--- src/rtl/button_input_reader.sv ---
// rtl/button_input_reader.sv - synchronised, debounced pushbutton with press/release/long-press events
// and a press-duration result held under a valid/ack handshake.
module button_input_reader #(
  parameter int DEBOUNCE_CYCLES   = 20800,
  parameter int LONG_PRESS_CYCLES = 2080000,
  parameter int DUR_WIDTH         = 24,
  parameter bit ACTIVE_LOW        = 1'b1
) (
  input  logic                 clk,
  input  logic                 rst_n,
  input  logic                 btn_in,
  output logic                 btn_level,
  output logic                 press_pulse,
  output logic                 release_pulse,
  output logic                 long_pulse,
  output logic                 dur_valid,
  output logic [DUR_WIDTH-1:0] dur_count,
  input  logic                 dur_ack,
  output logic                 dur_overrun
);

  localparam int CW = $clog2(DEBOUNCE_CYCLES + 1);
  localparam logic [DUR_WIDTH-1:0] DUR_MAX = '1;

  typedef enum logic [1:0] {IDLE, PRESS_DEB, PRESSED, RELEASE_DEB} state_t;

  state_t               state;
  logic                 s_meta;
  logic                 s_sync;
  logic [CW-1:0]        deb_cnt;
  logic [DUR_WIDTH-1:0] dur_cnt;
  logic                 long_done;

  logic [DUR_WIDTH-1:0] dur_next;
  logic                 deb_done;
  logic                 release_now;

  // The entry sample counts as the first stable sample, so acceptance is one short of the full count.
  assign deb_done    = (deb_cnt == CW'(DEBOUNCE_CYCLES - 1));
  assign dur_next    = (dur_cnt == DUR_MAX) ? DUR_MAX : dur_cnt + DUR_WIDTH'(1);
  assign release_now = (state == RELEASE_DEB) && !s_sync && deb_done;

  always_ff @(posedge clk or negedge rst_n) begin
    if (!rst_n) begin
      state         <= IDLE;
      s_meta        <= 1'b0;
      s_sync        <= 1'b0;
      deb_cnt       <= '0;
      dur_cnt       <= '0;
      long_done     <= 1'b0;
      btn_level     <= 1'b0;
      press_pulse   <= 1'b0;
      release_pulse <= 1'b0;
      long_pulse    <= 1'b0;
      dur_valid     <= 1'b0;
      dur_count     <= '0;
      dur_overrun   <= 1'b0;
    end else begin
      s_meta        <= btn_in ^ ACTIVE_LOW;
      s_sync        <= s_meta;
      press_pulse   <= 1'b0;
      release_pulse <= 1'b0;
      long_pulse    <= 1'b0;

      case (state)
        IDLE: begin
          if (s_sync) begin
            state   <= PRESS_DEB;
            deb_cnt <= CW'(1);
          end
        end
        PRESS_DEB: begin
          if (!s_sync) begin
            state   <= IDLE;
            deb_cnt <= '0;
          end else if (deb_done) begin
            state       <= PRESSED;
            deb_cnt     <= '0;
            btn_level   <= 1'b1;
            press_pulse <= 1'b1;
            dur_cnt     <= '0;
            long_done   <= 1'b0;
          end else begin
            deb_cnt <= deb_cnt + CW'(1);
          end
        end
        PRESSED: begin
          if (!s_sync) begin
            state   <= RELEASE_DEB;
            deb_cnt <= CW'(1);
          end
        end
        RELEASE_DEB: begin
          if (s_sync) begin
            state   <= PRESSED;
            deb_cnt <= '0;
          end else if (deb_done) begin
            state         <= IDLE;
            deb_cnt       <= '0;
            btn_level     <= 1'b0;
            release_pulse <= 1'b1;
          end else begin
            deb_cnt <= deb_cnt + CW'(1);
          end
        end
        default: begin
          state   <= IDLE;
          deb_cnt <= '0;
        end
      endcase

      // Duration keeps running through release bounce; a release on the long-press cycle suppresses it.
      if (state == PRESSED || state == RELEASE_DEB) begin
        dur_cnt <= dur_next;
        if (!release_now && !long_done && (32'(dur_next) == LONG_PRESS_CYCLES)) begin
          long_pulse <= 1'b1;
          long_done  <= 1'b1;
        end
      end

      if (release_now) begin
        dur_count <= dur_next;
        dur_valid <= 1'b1;
        if (dur_valid) begin
          dur_overrun <= !dur_ack;
        end
      end else if (dur_ack && dur_valid) begin
        dur_valid   <= 1'b0;
        dur_overrun <= 1'b0;
      end
    end
  end

endmodule
--- config.mk ---
export PLATFORM = sky130hd
export DESIGN_NAME = button_input_reader
export DESIGN_NICKNAME = d
export VERILOG_FILES = /design/src/rtl/button_input_reader.sv
export SDC_FILE = /design/constraint.sdc
export NUM_CORES = 1
export LEC_CHECK = 0
export BUFFER_PORTS_ARGS = -buffer_cell sky130_fd_sc_hd__buf_2
export CORE_UTILIZATION = 30
export DETAILED_ROUTE_END_ITERATION = 10
export GPL_TIMING_DRIVEN = 0
export SKIP_CTS_REPAIR_TIMING = 1
export SYNTH_ARGS = -nofsm -noshare
export SYNTH_HDL_FRONTEND = slang
export SYNTH_SLANG_ARGS = --single-unit
--- constraint.sdc ---
create_clock -name clk -period 2.5 [get_ports clk]
set_input_delay 0.25 -clock clk [delete_from_list [all_inputs] [get_ports clk]]
set_output_delay 0.25 -clock clk [all_outputs]
set_load 0.01 [all_outputs]
==> flow_summary.toml <==
[placed_design]
dp.cells = 656
dpl_worst_slack_ps = -202
io_buffers = 33
placed_area_sq_um = 4370
place_hpwl_microns = 7350
gp_congestion = 0.889

[critical_path]
rrSetupSlack_ps = 90
path_max_fanout = 9
crit_arrival_ps = 2630
worstSetupStartpointType = "flip-flop"
crit_path_end_kind = "flip-flop"
path_class = "flip-flop to flip-flop"
rr_startpoint = "deb_cnt[7]"
r2r_cells = 4
crit_chain = "or4_1 > nor4_4 > and4_1 > mux2_2"
cp_slowest_stage_delay_ps = 600
critPathRequiredTime_ps = 2720
reg2reg_to = "dur_count[0]"
cp_slowest_cell = "or4_1"

[sta]
max_freq_ghz = 0.416
setup-tns-final_ps = 0
final.setup_skew_ps = 5.13
max_slew_margin_pct = 57.6
worst_slack_ps = 93.4
period_needed_ps = 2410
setup_viol_count_final = 0
slew_viol_final = 0
rsz0062_at_grt = "true"
worst_pin_slew_ps = 634
hold_slack_ps = 63.6
finalHoldViolCount = 0
post-route-period-util_pct = 96.3

[logic_synthesis]
yosys.area_share.simple_pct = 23.5
synth_edf_count = 0
synth_top_family_by_area = "simple AND/OR/NAND/NOR gates"
syn_area_per_cell_sq_um = 8.83
synth-main-ff-cell = "dfrtp_1"
synth_compound_area_share_pct = 16.5
yosys.area_share.adder_pct = 0.630
async_reset_ff_share_pct = 100
synth-seq-area-share_pct = 46.6
synth.distinct_cells = 50
syn_inst = 450
syn_nets = 456
yosysWarnings = 0
synth-xor-area-share_pct = 4.41
ys_seq_elements = 74
synthMuxAreaShare_pct = 3.84
syn_area_sq_um = 3970

[drt]
wire_per_inst_microns = 15.0
vias = 3478
wl_microns = 10100
drt_iter0_drc = 199
drt-pass1-iter-count = 4
drcViolationCount = 0
routed_via_density = 5.18
antenna_left = 0

[worst_hold_path]
hold_depth = 2
hold_end = "s_meta"
min_from = "btn_in"
hp-class = "primary input to flip-flop"

[pwr]
peakVddDrop_mv = 0.313
p_leak_nw = 2.09
seq_power_share_pct = 48.0
switchingPower_uw = 518
combPwrFrac_pct = 2.6
pwr-share-clk_pct = 49.4
netSwitchingFraction_pct = 20.4
p_int_mw = 2.02
power.density_nw_per_um2 = 534
fin_total_pwr_mw = 2.54

[grt]
grt_max_degree = 42
grt_util_all_layers_pct = 16.0
grt_pass1_wl_microns = 16700
antenna_found_initial = 0
grt_pass1_vias = 3376
grt-ovfl-total = 0

[clocking]
cts_tree = "done"
clockBufferDepth = 2
cts-root-buf = "clkbuf_16"
cts.sinks = 74
clkTransAtPathRegs_ps = 50
cts_inserted_buffers = 9
clk_latency_ps = 330
cts_htree_levels = 3

[layout]
multi_input_area_sq_um = 2000
antenna_cells = 0
layout_common_cells = "dfrtp_1, nand2_1, o21ai_0, a21oi_1, buf_2"
fillers = 1320
areaGrowthSynthToFinish_pct = 19.7
drive_gt1_share_pct = 16.6
nNetsFinal = 502
final_cells = 672
largestRegisters = "dur_cnt x24, dur_count x24, deb_cnt x15"
fin_area_sq_um = 4750
fin_util_pct = 37.2
regArea_sq_um = 1850
layout_commonest_cell = "dfrtp_1"

[die]
die_w_microns = 117
row_count = 41
initial_core_util_pct = 31.1
pin_count = 34
design.die.area_sq_um = 13700
die_h_microns = 117
core_sq_um = 12800

[run_status]
status = "completed"

[run]
maxCapViolCount = 0
==> critical path: cells and delay by family, from the launching register on <==
family           cells  cell delay, ps
AND/OR/NAND/NOR      3            1490
flip-flops           1             430
multiplexers         1             380
==> cells in the mapped netlist, types with 3 or more instances <==
cell      instances  area share [%]
inv_1             6            0.57
and4_1            4            0.88
nor3_1           10             1.3
clkbuf_1         22             2.1
nor2_1           30             2.8
o31ai_1           4            0.76
nand4_1          13             2.0
or3_1             5            0.79
nand2_1          60             5.7
mux2i_1          13             3.3
a31oi_1           5            0.79
o211ai_1          3            0.57
nor2b_1           3            0.47
buf_4             3            0.57
dfrtp_1          74              47
o21ai_0          49             6.2
a21oi_1          42             5.3
and2_1            3            0.47
buf_1             3            0.28
nor4_1            6            0.95
nand3_1          22             2.8
and3_1           10             1.6
xnor2_1           9             2.0
xor2_1           11             2.4
==> kinds of logic (layout without fill, tap and decap cells) <==
family,Yosys count,count (layout)
adder cells (fa/ha/maj),2,2
AO/OA/AOI/OAI,118,118
flip-flops,74,74
buffers and inverters,39,89
multiplexers,15,15
XOR/XNOR,20,20
AND/OR/NAND/NOR,182,182
==> worst max-delay path by stage <==
stage	startpoint	endpoint	depth (start not counted)
floorplan	dur_cnt[0]	long_done	7
global placement	dur_cnt[0]	dur_cnt[19]	7
detailed placement	dur_cnt[0]	dur_cnt[12]	7
CTS	dur_cnt[0]	dur_cnt[14]	7
global route	deb_cnt[7]	dur_count[0]	4
finish	deb_cnt[7]	dur_count[0]	4
==> cell type report <==
| type | count | share of cell area [%] |
|---|---|---|
| clock inverter | 3 | 0.842 |
| buffer | 30 | 3.37 |
| clock buffer | 12 | 5.19 |
| inverter | 7 | 0.632 |
| multi-input combinational | 337 | 42.0 |
| sequential | 74 | 39.0 |
| tap | 172 | 4.53 |
| timing repair buffer | 37 | 4.47 |
==> power by group through the flow <==
| stage | combinational, mW | clock [mW] | sequential, mW |
|---|---|---|---|
| 2_1_floorplan | 0.0243 | 0 | 1.24 |
| 3_3_place_gp | 0.0582 | 0 | 1.24 |
| 3_5_place_dp | 0.0653 | 0 | 1.24 |
| 4_1_cts | 0.0657 | 1.29 | 1.22 |
| 5_1_grt | 0.0773 | 1.34 | 1.22 |
| 6_report | 0.0663 | 1.25 | 1.22 |
==> routing by layer <==
metal	global-route usage, %	vias to the layer above	part of all wire, %
met1	20.1	1681	45
met4	6.67	0	2.3
met2	26.6	86	48
met5	0	-	0
li1	-	1694	-
met3	3.60	17	4.8
(Power assumes the default switching activity.)
